$ cat src/rtl/gost_block_loader_if.sv
// Byte-stream and block handoff bundle between the host link, the GOST
// loader and the downstream decrypt stage.
interface gost_block_loader_if;
   logic [7:0]   in_data;
   logic         in_valid;
   logic         in_ready;
   logic [256:1] key;
   logic [64:1]  ciphertext;
   logic         key_loaded;
   logic         blk_valid;
   logic         blk_ready;
   logic         err;

   modport master (
      output in_data, in_valid, blk_ready,
      input  in_ready, key, ciphertext, key_loaded, blk_valid, err
   );

   modport slave (
      input  in_data, in_valid, blk_ready,
      output in_ready, key, ciphertext, key_loaded, blk_valid, err
   );
endinterface

$ cat src/rtl/gost_block_loader.sv
// Command-framed byte loader: assembles a 256-bit key and 64-bit ciphertext
// blocks for the GOST decrypt stage, publishing each only when complete.
module gost_block_loader #(
   parameter logic [7:0] CMD_KEY  = 8'h4B,
   parameter logic [7:0] CMD_DATA = 8'h43
) (
   input logic               clk,
   input logic               rst_n,
   gost_block_loader_if.slave bus
);

   typedef enum logic [1:0] {IDLE, KEY, DATA, HOLD} state_t;

   state_t         state_q;
   logic [4:0]     cnt_q;
   logic [255:0]   keyShadow_q;
   logic [63:0]    ctShadow_q;
   logic [255:0]   key_q;
   logic [63:0]    ct_q;
   logic           keyLoaded_q;
   logic           blkValid_q;
   logic           err_q;

   logic           inReady;
   logic           accept;
   logic [255:0]   keyShadow_d;
   logic [63:0]    ctShadow_d;

   assign inReady     = (state_q != HOLD);
   assign accept      = bus.in_valid && inReady;
   assign keyShadow_d = {keyShadow_q[247:0], bus.in_data};
   assign ctShadow_d  = {ctShadow_q[55:0], bus.in_data};

   // Shadows fill byte by byte; visible outputs only move on the final byte.
   always_ff @(posedge clk or negedge rst_n) begin
      if (!rst_n) begin
         state_q     <= IDLE;
         cnt_q       <= 5'd0;
         keyShadow_q <= '0;
         ctShadow_q  <= '0;
         key_q       <= '0;
         ct_q        <= '0;
         keyLoaded_q <= 1'b0;
         blkValid_q  <= 1'b0;
         err_q       <= 1'b0;
      end else begin
         err_q <= 1'b0;
         case (state_q)
            IDLE: begin
               if (accept) begin
                  if (bus.in_data == CMD_KEY) begin
                     state_q <= KEY;
                     cnt_q   <= 5'd0;
                  end else if (bus.in_data == CMD_DATA && keyLoaded_q) begin
                     state_q <= DATA;
                     cnt_q   <= 5'd0;
                  end else begin
                     err_q <= 1'b1;
                  end
               end
            end
            KEY: begin
               if (accept) begin
                  keyShadow_q <= keyShadow_d;
                  if (cnt_q == 5'd31) begin
                     key_q       <= keyShadow_d;
                     keyLoaded_q <= 1'b1;
                     state_q     <= IDLE;
                     cnt_q       <= 5'd0;
                  end else begin
                     cnt_q <= cnt_q + 5'd1;
                  end
               end
            end
            DATA: begin
               if (accept) begin
                  ctShadow_q <= ctShadow_d;
                  if (cnt_q == 5'd7) begin
                     ct_q       <= ctShadow_d;
                     blkValid_q <= 1'b1;
                     state_q    <= HOLD;
                     cnt_q      <= 5'd0;
                  end else begin
                     cnt_q <= cnt_q + 5'd1;
                  end
               end
            end
            HOLD: begin
               if (bus.blk_ready) begin
                  blkValid_q <= 1'b0;
                  state_q    <= IDLE;
               end
            end
            default: state_q <= IDLE;
         endcase
      end
   end

   assign bus.in_ready   = inReady;
   assign bus.key        = key_q;
   assign bus.ciphertext = ct_q;
   assign bus.key_loaded = keyLoaded_q;
   assign bus.blk_valid  = blkValid_q;
   assign bus.err        = err_q;

endmodule

$ cat src/flat_wrapper.sv
// flat-port wrapper written by rule: the top's interface ports become plain ports
module gost_block_loader_flat 
#(
   parameter logic [7:0] CMD_KEY  = 8'h4B,
   parameter logic [7:0] CMD_DATA = 8'h43
)
  (clk, rst_n, bus_in_data, bus_in_valid, bus_blk_ready, bus_in_ready, bus_key, bus_ciphertext, bus_key_loaded, bus_blk_valid, bus_err);
  gost_block_loader_if bus_i ();
  input logic clk;
  input logic rst_n;
  input wire logic [$bits(bus_i.in_data)-1:0] bus_in_data;
  input wire logic [$bits(bus_i.in_valid)-1:0] bus_in_valid;
  input wire logic [$bits(bus_i.blk_ready)-1:0] bus_blk_ready;
  output wire logic [$bits(bus_i.in_ready)-1:0] bus_in_ready;
  output wire logic [$bits(bus_i.key)-1:0] bus_key;
  output wire logic [$bits(bus_i.ciphertext)-1:0] bus_ciphertext;
  output wire logic [$bits(bus_i.key_loaded)-1:0] bus_key_loaded;
  output wire logic [$bits(bus_i.blk_valid)-1:0] bus_blk_valid;
  output wire logic [$bits(bus_i.err)-1:0] bus_err;
  assign bus_i.in_data = bus_in_data;
  assign bus_i.in_valid = bus_in_valid;
  assign bus_i.blk_ready = bus_blk_ready;
  assign bus_in_ready = bus_i.in_ready;
  assign bus_key = bus_i.key;
  assign bus_ciphertext = bus_i.ciphertext;
  assign bus_key_loaded = bus_i.key_loaded;
  assign bus_blk_valid = bus_i.blk_valid;
  assign bus_err = bus_i.err;
  gost_block_loader #(.CMD_KEY(CMD_KEY), .CMD_DATA(CMD_DATA)) u_core (.clk(clk), .rst_n(rst_n), .bus(bus_i));
endmodule
$ cat config.mk
export PLATFORM = sky130hd
export DESIGN_NAME = gost_block_loader_flat
export DESIGN_NICKNAME = d
export VERILOG_FILES = /design/src/rtl/gost_block_loader_if.sv /design/src/rtl/gost_block_loader.sv /design/src/flat_wrapper.sv
export SDC_FILE = /design/constraint.sdc
export NUM_CORES = 1
export LEC_CHECK = 0
export ABC_AREA = 1
export ABC_CLOCK_PERIOD_IN_PS = 2100
export CAP_MARGIN = 20
export CORE_MARGIN = 2
export CORE_UTILIZATION = 35
export CTS_CLUSTER_DIAMETER = 120
export DETAILED_ROUTE_END_ITERATION = 12
export HOLD_SLACK_MARGIN = 0.02
export PLACE_DENSITY_LB_ADDON = 0.15
export SYNTH_ARGS = -nofsm -noshare
export SYNTH_HDL_FRONTEND = slang
export SYNTH_SLANG_ARGS = --single-unit
$ cat constraint.sdc
create_clock -name clk -period 2.1 [get_ports clk]
set_input_delay 0.21 -clock clk [delete_from_list [all_inputs] [get_ports clk]]
set_output_delay 0.21 -clock clk [all_outputs]
set_load 0.01 [all_outputs]
==> flow_summary.yaml <==
run_status:
  status: "completed"
pwr:
  power.total_mw: 34.7
  power_frac_clock: 0.367
  p_comb_frac: 0.149
  switching_share: 0.289
  p_int_mw: 24.7
  switchingPower_mw: 10.0
  vdd_ir_drop_max_mv: 0.493
  p_per_area_nw_per_um2: 1120
  seqPwrFrac: 0.484
  total_leakage_power_nw: 14.1
timing:
  relSlewSlack: 0.638
  timing.final.crit_share: 0.917
  worst_pin_slew_ns: 0.544
  min_period_ns: 1.93
  finalSetupViolCount: 0
  fmax_mhz: 519
  rsz0062_at_grt: "no"
  maxSlewViolCount: 0
  tns_ns: 0
  hold_violations: 0
  fin_skew_ns: 0.0190
clocking:
  cts-root-buf: "clkbuf_16"
  path_clk_slew_ns: 0.06
  cts_tree: "yes"
  cts.sinks: 634
  cts_max_level: 3
  cts_made_buffers: 70
  insertion_delay_ns: 0.60
  clk_path_buf_depth: 3
setup_path:
  worstPathCellList: "ha_1, nand2_1, nor2_1, ha_1, nand2_8, buf_12, o21ai_0"
  path_max_fanout: 110
  critPathRequiredTime_ns: 2.54
  slowest_stage: "dfrtp_1"
  critPathCaptureType: "register"
  r2r-end: "u_core.bus.key[152]"
  crit_path_start: "u_core.cnt_q[0]"
  slowest_delay_ns: 0.42
  crit_type: "reg2reg"
  r2r_start: "u_core.cnt_q[0]"
  worst_path_most_repeated_cell: "ha_1"
  critPathArrivalTime_ns: 2.37
  r2r_cells: 7
  crit_buf_inv: 1
  critical_path_depth: 7
  start_kind: "register"
  crit_end: "u_core.bus.key[152]"
  reg2reg_slack_ns: 0.17
  critPathTopFamily: "adder cells"
route:
  post_drt_wl_per_cell_um: 16.2
  drcViolationCount: 0
  drt-initial-drc-count: 1309
  num_vias: 16600
  drtAntennaViolNets: 0
  first_pass_iters: 9
  vias_per_cell: 4.51
  drt-total-wl_um: 59700
layout:
  final_util: 0.461
  drive_gt1_frac: 0.0724
  final_nets: 2785
  final_common_cell: "nand2_1"
  stdcell_area_um2: 30900
  layout_common_cells: "654 x nand2_1, 634 x dfrtp_1, 570 x o21ai_0, 333 x clkdlybuf4s50_1, 318 x inv_1"
  fin_cells: 3690
  area_delta_synth_final_pct: 30.6
grt:
  grt_usage: 0.173
  grt_pass1_vias: 17000
  grt.overflow.total: 0
  antenna_found_initial: 1
  grt_max_degree: 147
  grt_pass1_wl_um: 96100
yosys:
  synth_nets: 2438
  synth-warning-count: 0
  synth_seq_cells: 634
  synth_seq_area_share: 0.670
  syn_inst: 2419
  synth_area_um2: 23700
  avgSynthCellArea_um2: 9.79
  synth_cell_types: 25
placed_design:
  gp_congestion: 0.802
  hpwl_um: 41800
  io_buffers: 335
  dp_cells: 3564
  placed_cell_area_um2: 28500
job:
  cap_violations: 0
floorplan:
  die-area_um2: 69800
  rows: 95
  die_w_um: 264
  io_pins: 336
  die_h_um: 264
  start_util: 0.353
  core_um2: 67000
min_path:
  min_path_type: "in2async"
==> synth_stat cells <==
| library cell | n | area [um2] |
|---|---|---|
| nand4_1 | 1 | 6.26 |
| buf_6 | 4 | 45.0 |
| a32oi_1 | 1 | 8.76 |
| buf_4 | 5 | 37.5 |
| nand2_2 | 1 | 6.26 |
| inv_1 | 318 | 1190 |
| clkbuf_1 | 42 | 158 |
| or2_2 | 2 | 12.5 |
| mux2_4 | 5 | 75.1 |
| and2_0 | 1 | 6.26 |
| dfrtp_1 | 634 | 15900 |
| nand3_1 | 13 | 65.1 |
| o21ai_1 | 50 | 250 |
| o21ai_0 | 570 | 2850 |
| nor2_4 | 2 | 22.5 |
| a211oi_1 | 1 | 7.51 |
| nand2_1 | 654 | 2450 |
| inv_2 | 2 | 7.51 |
| nand2_4 | 1 | 11.3 |
| a21oi_1 | 1 | 5.00 |
| buf_2 | 86 | 430 |
| xor2_1 | 1 | 8.76 |
| nor2_1 | 16 | 60.1 |
| nand3_2 | 1 | 10.0 |
| ha_1 | 7 | 87.6 |
==> routing by layer <==
| layer | share of wire | up-vias | routed length, um | global-route usage |
|---|---|---|---|---|
| met4 | 0.027 | 0 | 1600 | 0.0585 |
| met3 | 0.050 | 88 | 3000 | 0.0421 |
| met1 | 0.46 | 7947 | 27600 | 0.237 |
| met5 | 0 | - | 0 | 0 |
| met2 | 0.46 | 321 | 27500 | 0.271 |
| li1 | - | 8278 | - | - |
==> worst min path at each step <==
stage / cells after the start / end / startpoint / slack [ns]
finish: 2 / u_core.bus.key[209] / rst_n / 0.09
CTS: 2 / u_core.bus.key[209] / rst_n / 0.07
global placement: 1 / u_core.keyShadow_q[200] / rst_n / 0.13
global route: 2 / u_core.bus.key[202] / rst_n / 0.1
detailed placement: 1 / u_core.keyShadow_q[192] / rst_n / 0.12
floorplan: 0 / u_core.bus.blk_valid / rst_n / -0.09
==> repair_timing <==
action                     4_1_cts  5_1_grt
setup endpoints to repair        1       20
hold endpoints to repair       312        0
pin swaps                        0        1
resized for setup                1        1
hold buffers                     1        0
setup buffers                    0        2
==> logic make-up after synthesis <==
logic type / synth area share
compound gates: 0.132
xor+xnor: 0.000370
fa+ha+maj: 0.00370
buf+inv: 0.0790
flops: 0.670
mux: 0.00317
simple gates: 0.112
==> final cells by class <==
| class | count | area (um2) |
|---|---|---|
| Fill cell | 6346 | 36100 |
| Timing Repair Buffer | 412 | 4370 |
| Clock inverter | 19 | 267 |
| Clock buffer | 103 | 2160 |
| Inverter | 320 | 1200 |
| Tap cell | 873 | 1090 |
| Antenna cell | 1 | 2.50 |
| Multi-Input combinational cell | 1328 | 5970 |
| Sequential cell | 634 | 15900 |
==> registers in the layout, summed over array words and instances (netlist names) <==
signal / count
u_core.bus.key_loaded: 1
u_core.bus.blk_valid: 1
u_core.bus.err: 1
u_core.ctShadow_q: 56
u_core.keyShadow_q: 248
u_core.cnt_q: 5
u_core.state_q: 2
u_core.bus.ciphertext: 64
u_core.bus.key: 256
==> metrics by stage <==
step,hold slack (ns),setup WS (ns)
final,0.0949,0.174
after global routing,0.0988,0.00940
after CTS,0.0729,0.118
after detailed placement,0.124,0.0845
after global placement,0.128,0.132
after floorplan,-0.0856,0.411
==> worst reg2reg max path, cell delays in order (launching register included) <==
cell and delay [ns]:
dfrtp_1 0.42, ha_1 0.23, nand2_1 0.11, nor2_1 0.05
ha_1 0.25, nand2_8 0.16, buf_12 0.31, o21ai_0 0.27
==> power groups by stage <==
stage          combinational (mW)  sequential [mW]  clock [mW]
2_1_floorplan                3.61             16.4           0
3_3_place_gp                 5.10             17.0           0
3_5_place_dp                 5.24             17.0           0
4_1_cts                      5.30             16.8        13.1
5_1_grt                      6.18             17.2        13.6
6_report                     5.17             16.8        12.7
(Power assumes the default switching activity.)
